==> config.mk <==
export PLATFORM = sky130hd
export DESIGN_NAME = hazard_ctrl
export DESIGN_NICKNAME = d
export VERILOG_FILES = /design/src/rtl/hazard_ctrl_pkg.sv /design/src/rtl/hazard_ctrl_md_busy_counter.sv /design/src/rtl/hazard_ctrl.sv
export SDC_FILE = /design/constraint.sdc
export NUM_CORES = 1
export LEC_CHECK = 0
export ABC_AREA = 1
export CAP_MARGIN = 20
export CORE_ASPECT_RATIO = 0.7
export CORE_MARGIN = 8
export CORE_UTILIZATION = 23
export DETAILED_ROUTE_END_ITERATION = 10
export GPL_ROUTABILITY_DRIVEN = 1
export SLEW_MARGIN = 15
export SYNTH_ARGS = -nofsm -noshare
export SYNTH_HDL_FRONTEND = slang
export SYNTH_SLANG_ARGS = --single-unit
==> constraint.sdc <==
create_clock -name vclk -period 1.6
set_clock_uncertainty 0.1 [all_clocks]
set_input_delay 0.4 -clock vclk [all_inputs]
set_output_delay 0.4 -clock vclk [all_outputs]
set_load 0.02 [all_outputs]
==> src/rtl/hazard_ctrl_pkg.sv <==
// hazard_ctrl_pkg: shared encodings for the hazard controller.
//   - Tuse/Tnew are 2-bit cycle counts, 3 meaning "never needed" / "no result".
//   - md_state_e is the state of the multiply/divide busy tracker.
//   - reg_hazard() decides whether one source operand must wait on one producer.
package hazard_ctrl_pkg;

    localparam int unsigned REG_W  = 5;
    localparam int unsigned TIME_W = 2;
    localparam int unsigned CNT_W  = 4;

    localparam logic [TIME_W-1:0] TUSE_NEVER = 2'd3;
    localparam logic [TIME_W-1:0] TNEW_NONE  = 2'd3;

    typedef enum logic [0:0] {
        MdIdle = 1'b0,
        MdBusy = 1'b1
    } md_state_e;

    // A producer still in flight blocks a consumer that needs the value sooner than it appears.
    // Register 0 is hardwired and never creates a dependency.
    function automatic logic reg_hazard(
        input logic [REG_W-1:0]  src,
        input logic [TIME_W-1:0] tuse,
        input logic [REG_W-1:0]  dst,
        input logic [TIME_W-1:0] tnew
    );
        return (src != '0) && (src == dst) && (tuse < tnew);
    endfunction

endpackage

==> src/rtl/hazard_ctrl_md_busy_counter.sv <==
// md_busy_counter: tracks occupancy of the multiply/divide unit.
//   clk, reset : clock, asynchronous active-high reset
//   start      : an MD operation enters the unit this cycle (ignored while busy)
//   is_div     : qualifies start, 1 selects DIV_CYCLES, else MULT_CYCLES
//   busy       : unit occupied (includes the issuing cycle, combinational)
//   done       : registered one-cycle pulse on the last busy cycle
// MULT_CYCLES and DIV_CYCLES must lie in 1..15.
module md_busy_counter
    import hazard_ctrl_pkg::*;
#(
    parameter int unsigned MULT_CYCLES = 5,
    parameter int unsigned DIV_CYCLES  = 10
) (
    input  logic clk,
    input  logic reset,
    input  logic start,
    input  logic is_div,
    output logic busy,
    output logic done
);

    md_state_e        state_q;
    logic [CNT_W-1:0] cnt_q;
    logic             done_q;
    logic [CNT_W-1:0] load_cnt;

    assign load_cnt = is_div ? CNT_W'(DIV_CYCLES) : CNT_W'(MULT_CYCLES);

    // done_q is raised on the edge that brings cnt to 1, so it lines up with the last busy cycle.
    always_ff @(posedge clk or posedge reset) begin
        if (reset) begin
            state_q <= MdIdle;
            cnt_q   <= '0;
            done_q  <= 1'b0;
        end else begin
            unique case (state_q)
                MdIdle: begin
                    if (start) begin
                        state_q <= MdBusy;
                        cnt_q   <= load_cnt;
                        done_q  <= (load_cnt == CNT_W'(1));
                    end else begin
                        done_q  <= 1'b0;
                    end
                end
                MdBusy: begin
                    if (cnt_q == CNT_W'(1)) begin
                        state_q <= MdIdle;
                        cnt_q   <= '0;
                        done_q  <= 1'b0;
                    end else begin
                        cnt_q   <= cnt_q - CNT_W'(1);
                        done_q  <= (cnt_q == CNT_W'(2));
                    end
                end
                default: begin
                    state_q <= MdIdle;
                    cnt_q   <= '0;
                    done_q  <= 1'b0;
                end
            endcase
        end
    end

    assign busy = (state_q == MdBusy) | start;
    assign done = done_q;

endmodule

==> src/rtl/hazard_ctrl.sv <==
// hazard_ctrl: pipeline stall/flush generation for D-stage hazards.
//   clk, reset           : clock, asynchronous active-high reset
//   D_rs, D_rt           : source registers of the instruction in D
//   D_TuseRs, D_TuseRt   : cycles until D needs each source (3 = never)
//   D_IsMD               : D instruction touches HI/LO or starts an MD op
//   E_A3/E_Tnew          : destination and result latency of the E instruction
//   M_A3/M_Tnew          : destination and result latency of the M instruction
//   E_MDStart, E_MDIsDiv : E issues mult/multu (IsDiv=0) or div/divu (IsDiv=1)
//   Stall                : freeze PC and D register
//   E_Flush              : insert a bubble into E (equals Stall)
//   MD_Busy, MD_Done     : MD unit occupied / last busy cycle pulse
// Build option: define HAZARD_MD_EN to include MD unit tracking and the MD stall.
// Without it MD_Busy and MD_Done are tied low and Stall covers data hazards only.
module hazard_ctrl
    import hazard_ctrl_pkg::*;
#(
    parameter int unsigned MULT_CYCLES = 5,
    parameter int unsigned DIV_CYCLES  = 10
) (
    input  logic              clk,
    input  logic              reset,
    input  logic [REG_W-1:0]  D_rs,
    input  logic [REG_W-1:0]  D_rt,
    input  logic [TIME_W-1:0] D_TuseRs,
    input  logic [TIME_W-1:0] D_TuseRt,
    input  logic              D_IsMD,
    input  logic [REG_W-1:0]  E_A3,
    input  logic [TIME_W-1:0] E_Tnew,
    input  logic [REG_W-1:0]  M_A3,
    input  logic [TIME_W-1:0] M_Tnew,
    input  logic              E_MDStart,
    input  logic              E_MDIsDiv,
    output logic              Stall,
    output logic              E_Flush,
    output logic              MD_Busy,
    output logic              MD_Done
);

    logic stall_rs;
    logic stall_rt;
    logic data_stall;
    logic md_stall;

    assign stall_rs = reg_hazard(D_rs, D_TuseRs, E_A3, E_Tnew) |
                      reg_hazard(D_rs, D_TuseRs, M_A3, M_Tnew);
    assign stall_rt = reg_hazard(D_rt, D_TuseRt, E_A3, E_Tnew) |
                      reg_hazard(D_rt, D_TuseRt, M_A3, M_Tnew);
    assign data_stall = stall_rs | stall_rt;

`ifdef HAZARD_MD_EN
    md_busy_counter #(
        .MULT_CYCLES (MULT_CYCLES),
        .DIV_CYCLES  (DIV_CYCLES)
    ) u_md_busy_counter (
        .clk    (clk),
        .reset  (reset),
        .start  (E_MDStart),
        .is_div (E_MDIsDiv),
        .busy   (MD_Busy),
        .done   (MD_Done)
    );

    assign md_stall = D_IsMD & MD_Busy;
`else
    // MD tracking is absent; these inputs are kept only so the port list is stable.
    logic unused_md;
    assign unused_md = ^{clk, reset, D_IsMD, E_MDStart, E_MDIsDiv,
                         CNT_W'(MULT_CYCLES), CNT_W'(DIV_CYCLES)};

    assign MD_Busy  = 1'b0;
    assign MD_Done  = 1'b0;
    assign md_stall = 1'b0;
`endif

    // Done never feeds the stall: an MD op may issue the cycle after Done.
    assign Stall   = data_stall | md_stall;
    assign E_Flush = Stall;

endmodule

# Word-level counts from Yosys, hierarchy flattened
# Index checks and enable logic that the tools add are counted.
# totals
register_bits	0
output_inout_bits	4
mem_count	0
latch_bits	0
mem_bits_ro	0
elab_cells	21
ram_bits	0
in_bits	33
# classes
mul	0
n_mux	0
n_reduce_logical	10
n_addsub	0
order_cmp	4
n_div	0
n_eq_ne	4
n_shift	0
bitwise	3
# ops
operator	count
5-bit equality test	4
5-bit nonzero test	2
1-bit logical AND	8
2-bit less-than comparator	4
1-bit bitwise OR	3

# Longest topological paths before layout
# logic_depth
depth_word	5
mapped_depth	9
depth_no_buf	8

# Least setup slack after synthesis
# No wires, ideal clock.
# synth_path
path_type	input to output
start	input port E_Tnew[1]
end	output port Stall
stages	9
arrival_ps	1435
setup_slack_ps	-335
n_path_buf	1
required_time_ps	1100
path_cell_list	inv_1 -> ha_1 -> a21boi_0 -> nor2_2 -> nand3_1 -> nand2_1 -> nand2_1 -> nand2_1 -> buf_4
# synth_between
elab_chain_cells	4
word_cells_on_any_way	7
cone_classes	order compare (2); bitwise (3); reduce/logical (2)
# synth_rtl
element	line	text
start, declared	hazard_ctrl.sv:28	input logic [TIME_W-1:0] E_Tnew,
2-bit less-than comparator	hazard_ctrl_pkg.sv:27	return (src != '0) && (src == dst) && (tuse < tnew);
1-bit logical AND	hazard_ctrl_pkg.sv:27	
1-bit bitwise OR, on equally long branches	hazard_ctrl.sv:44, hazard_ctrl.sv:46	
1-bit bitwise OR (*)	hazard_ctrl.sv:48	assign data_stall = stall_rs | stall_rt;
end, declared	hazard_ctrl.sv:33	output logic Stall,
# Mark *: on every way between the ends. The rest lies on a longest branch, timed or not.

# Final worst setup path
# layout_path
start	input port E_Tnew[1]
end	output port E_Flush
# layout_between
elab_chain_cells	4
word_cells_on_any_way	7
cone_classes	order compare (2); bitwise (3); reduce/logical (2)
# layout_rtl
element	line	text
2-bit less-than comparator	hazard_ctrl_pkg.sv:27	
1-bit logical AND	hazard_ctrl_pkg.sv:27	
1-bit bitwise OR, on equally long branches	hazard_ctrl.sv:44, hazard_ctrl.sv:46	
1-bit bitwise OR (*)	hazard_ctrl.sv:48	
end, declared	hazard_ctrl.sv:34	output logic E_Flush,
# Marks and branches as above.

==> results.toml <==
[synthesis]
synth-simple-area-share_pct = 48.02
synthXorXnorAreaFrac_pct = 5.198
synth_fa_ha_area_share_pct = 9.901
seq_area_frac_synth_pct = 0
syn_area_per_cell_um2 = 4.956
ys_types = 17
synth_top_family_by_area = "simple AND/OR/NAND/NOR gates"
synth_compound_area_share_pct = 16.83
synth_warnings = 0
synthMuxAreaShare_pct = 0
syn-cell-area_um2 = 505.5
synth_cells = 102

[place]
hpwl_um = 1654
globalplace.congestion = 0.7911
io_buffers = 30

[timing]
drv_slew = 0
fin_ws_ps = -266.2
fin_tns_setup_ps = -532.1
finalSetupViolCount = 2
min_period_ps = 1866
finalHoldViolCount = 0
period_share_pct = 116.6
whs_ps = 1284
rsz0062_at_grt = "yes"
clock.fmax_ghz = 0.5359

[detailed_routing]
drc_errors = 0
vias = 680
drt_iter0_drc = 31
wl_per_cell_um = 10.40
drtPass1Iterations = 4
avgViaCountPerCell = 4.024
drtAntennaViolNets = 0
drt_wl_total_um = 1757

[cells_and_area]
syn_to_final_growth_pct = 87.87
layout-drive-gt1-share_pct = 29.20
clkbuf_count = 0
antenna_cells = 0
utilization_pct = 44.81
n_sequential_cell = 0
regArea_um2 = 0
nets = 176

[global_routing]
grtUsageTotal_pct = 8.465
grt_max_degree = 6
grt_pass1_vias = 644
antenna_found_initial = 0
gr-total-overflow = 0
grt_pass1_wl_um = 2856

[run]
drv_cap = 0

[power]
p_per_area_mw_per_mm2 = 237.0
vdd_drop_max_uv = 66.51
p_leak_nw = 0.5072

[floorplan]
die_w_um = 72.03
pin_count = 37
die_h_um = 55.22
core_area_mm2 = 0.002120
start_util_pct = 23.85
core.rowCount = 14
dieArea_mm2 = 0.003978

[worst_setup_path]
critPathArrivalTime_ps = 1370
cp.required_ps = 1100
crit_type = "input port to output port"
cp-end-kind = "output port"
crit_fanout = 2
cp-start-kind = "input port"

[hold_path]
hold_class = "input port to output port"

[run_status]
outcome = "finished with violations"
violations = "negative setup slack"

[clock_tree]
postCtsSetupRepairBufs = 0
holdBufCountCts = 0
-- power breakdown --
| part | leakage, nW | total (mW) | internal, mW | switching (mW) |
|---|---|---|---|---|
| clock network | 0 | 0 | 0 | 0 |
| logic | 0.507 | 0.225 | 0.115 | 0.110 |
| registers | 0 | 0 | 0 | 0 |
| total | 0.507 | 0.225 | 0.115 | 0.110 |
-- Yosys cell counts, drive strengths merged --
master  number  area share [%]
buf          3             4.5
nand2       34              26
nor2        12             9.9
o21ai        5             4.9
ha           4             9.9
nor3         2             2.0
a21boi       4             5.9
inv         20              15
nand3       10             9.9
conb         1            0.74
xor2         3             5.2
o21bai       4             5.9
-- kinds of logic (layout without fill, tap and decap cells) --
family / Yosys count / after routing
AO/OA/AOI/OAI: 13 / 13
XOR/XNOR: 3 / 3
adder cells (fa/ha/maj): 4 / 4
buffers and inverters: 23 / 57
other: 1 / 2
AND/OR/NAND/NOR: 58 / 58
-- cell usage in the layout (no fill, tap or decap), types with 2 or more instances in the layout --
cell,synthesis,final
nand2_1,32,30
dlygate4sd2_1,0,16
inv_1,18,10
nand3_1,10,10
nor2_1,10,10
inv_2,2,8
buf_4,3,7
clkdlybuf4s15_1,0,5
buf_6,0,5
o21ai_1,2,4
o21bai_1,4,4
a21boi_2,0,4
nand2_2,2,4
ha_4,0,4
xor2_1,3,3
nor3_1,2,2
nor2_2,2,2
conb_1,1,2
clkbuf_2,0,2
-- timing repair --
item | CTS | global route
gates resized for setup | 74 | 7
pin swaps | 11 | 3
endpoints found under the setup margin | 2 | 2
-- stage by stage --
stage	setup slack, ps	instance area [um^2]	total power [mW]	std cells
3_3_place_gp	-1321	964.7	0.2377	169
3_5_place_dp	-1330	964.7	0.2405	169
2_1_floorplan	-189.5	598.1	0.1144	103
4_1_cts	-281.6	953.4	0.2276	169
5_1_grt	-361.5	949.7	0.2494	169
6_report	-266.2	949.7	0.2251	169
-- layer usage --
metal	part of all wire (%)	wire length [um]	GRT usage (%)	up-vias
li1	-	-	-	382
met1	46	804	10.98	285
met5	0	0	0	-
met2	48	835	15.03	13
met4	0	0	0	0
met3	6.7	117	1.259	0
-- final cells by class --
type                       instances  area [um^2]
fill                             238         1170
inverter                          20        92.59
multi-input combinational         80        481.7
tap                               32        40.04
timing repair buffer              37        335.3
-- path summary, 6_finish.rpt --
| check | depth (start not counted) | to | slack (ps) | from |
|---|---|---|---|---|
| setup / recovery | 10 | E_Flush | -270 | E_Tnew[1] |
| hold / removal | 7 | Stall | 1280 | D_rt[2] |
-- worst max-delay path: stages --
cell	delay (ps)
buf_6	100
inv_12	30
ha_4	210
a21boi_2	140
nor2_1	80
nand3_1	60
nand2_1	80
nand2_2	60
nand2_2	80
buf_6	120
Power figures use the tool's default switching activity.
==> patch, RTL diff (config.mk and constraints unchanged) <==
`TIME_W`: 2 -> 4.
--- a/src/rtl/hazard_ctrl_pkg.sv
+++ b/src/rtl/hazard_ctrl_pkg.sv
@@ -5,7 +5,7 @@
 package hazard_ctrl_pkg;
 
     localparam int unsigned REG_W  = 5;
-    localparam int unsigned TIME_W = 2;
+    localparam int unsigned TIME_W = 4;
     localparam int unsigned CNT_W  = 4;
 
     localparam logic [TIME_W-1:0] TUSE_NEVER = 2'd3;
Interface: changed (resized D_TuseRs, D_TuseRt, E_Tnew and M_Tnew); port bits go from 37 to 45. The function was not compared with the original's and may differ.
==> patch against the original RTL <==
Non-clock buffer count increased by 12; combinational power rose by 45%; largest cell class unchanged; die area is 39% higher; critical path type unchanged; the run still ends with negative setup slack left; maximum frequency is 6.7% lower; hold slack better by 0.073 ns; total power up 45%; final area up 46%; synthesized area up 53%; wire length increased by 53%; setup slack got worse by 0.13 ns.
==> patch: results (changes against the original RTL) <==
detailed_routing:
  route.top_layer_used: "met3"
  detailroute.via_count: 1027  # +51%
  wire_per_inst_um: 10.7  # +2.9%
  wl_met2_mm: 1.19  # +43%
  drtIter0Drc: 24  # -23%
  wl_met3_um: 133  # +14%
  m1WireLength_mm: 1.37  # +70%
  first_pass_iteration_count_of_the_detailed_router: 4  # unchanged
cells_and_area:
  n_sequential_cell: 0  # unchanged
  layout.filler_cells: 357  # +50%
  diodes: 0  # unchanged
  layout.clock_buffers: 0  # unchanged
  final_layout_size_suffix_gt1_share_pct: 26.6  # -2.6 points
  nets: 269  # +53%
synth:
  seq_area_frac_synth_pct: 0  # unchanged
  synthTopCellsByArea: "nand2_1 42%, ha_1 19%, inv_1 16%"
  synth.yosys.warnings: 0  # unchanged
  synth_top_cells_by_count: "87 x nand2_1, 32 x inv_1, 12 x ha_1, 12 x nor2_1, 7 x inv_2"
  ys_types: 12  # -5
outcome:
  status: "complete, but fails checks"
  violations: "negative setup slack"
timing:
  finalSetupViolCount: 2  # unchanged
  worst_slack_ns: -0.399  # -0.133 ns
worst_setup_path:
  cp-endpoint: "Stall"
  critical-path-slowest-cell: "ha_4"
  cp_data_arrival_time_ns: 1.50  # +0.13 ns
  startpoint: "E_Tnew[3]"
  largest_stage_delay_on_the_critical_path_ns: 0.22
  crit_fanout: 2  # unchanged
global_route:
  initial_antenna_violation_count: 0  # unchanged
  number_of_global_route_vias_before_repair: 979  # +52%
  gr-usage-all-layers_pct: 9.06  # +0.60 points
  grt_max_degree: 6  # unchanged
  grt_pass1_wl_mm: 4.26  # +49%
hold_path:
  min_delay_worst_type: "input pin to primary output"
  hp-start: "D_rt[2]"
placement:
  numPortBuffers: 38  # +27%
  hpwl_mm: 2.30  # +39%
  placement.setup.worst_slack_ns: -1.39  # -0.0629 ns
  gp_congestion: 0.805  # +1.8%
power:
  power.internal_mw: 0.159  # +39%
  power_leakage_nw: 0.844  # +66%
  worst_ir_drop_vdd_mv: 0.0574  # -14%
[patch: cell count changes after synthesis, moves of 3 or more]
cell / delta
ha_1: +8
xor2_1: -3
inv_2: +5
o21bai_1: -4
inv_1: +14
nand2_1: +55
o21ai_0: -3
nand3_1: -5
a21boi_0: -3
[patch: how the worst min path moves through the flow]
stage / endpoint / slack (ns) / cells past startpoint
after global routing: Stall / 1.40 / 6
after global placement: Stall / 2.07 / 7
final: E_Flush / 1.36 / 6
after CTS: Stall / 1.37 / 6
after detailed placement: Stall / 2.07 / 7
after floorplan: E_Flush / 0.95 / 4
[patch: cells by family after synthesis]
kind of cell	share of synthesized area, %
fa+ha+maj	19.4
buf+inv	21.8
other cells	0.484
simple gates	58.3
[patch: power by group through the flow]
| stage | combinational (mW) | clock (mW) | sequential (mW) |
|---|---|---|---|
| after floorplan | 0.156 | 0 | 0 |
| after global placement | 0.311 | 0 | 0 |
| after detailed placement | 0.314 | 0 | 0 |
| after CTS | 0.313 | 0 | 0 |
| after global routing | 0.368 | 0 | 0 |
| final | 0.326 | 0 | 0 |
[patch: metal layers]
layer	vias to the layer above	GRT usage, %
met1	432	12.5
met4	0	0
met2	16	15.4
met5	-	0
met3	0	1.26
li1	579	-
[patch: through the flow]
stage	cells	hold WS (ns)	TNS [ns]	area (sq um)	utilization [%]
2_1_floorplan	168	0.949	-0.372	830	-
3_3_place_gp	250	2.07	-2.74	1300	40.7
3_5_place_dp	250	2.07	-2.78	1300	40.7
4_1_cts	252	1.37	-0.847	1360	42.5
5_1_grt	252	1.40	-0.935	1390	43.5
6_report	252	1.36	-0.798	1390	43.5
[patch: worst max-delay path, delay by kind of cell]
kind / cells / cell delay (ns)
buffers and inverters: 4 / 0.34
adder cells (fa/ha/maj): 1 / 0.22
AND/OR/NAND/NOR: 7 / 0.54
[patch: final cells by class]
class | instances | area, sq um | share of cell area [%]
Inverter | 39 | 166 | 12.0
Multi-Input combinational cell | 126 | 737 | 53.2
Timing Repair Buffer | 49 | 435 | 31.4
Tap cell | 38 | 47.5 | 3.43
[patch: timing repair]
action                     4_1_cts  5_1_grt
gates resized for setup         92       10
gates cloned                     0        0
setup buffers                    2        0
setup endpoints to repair        2        2
pin swaps                       21       13
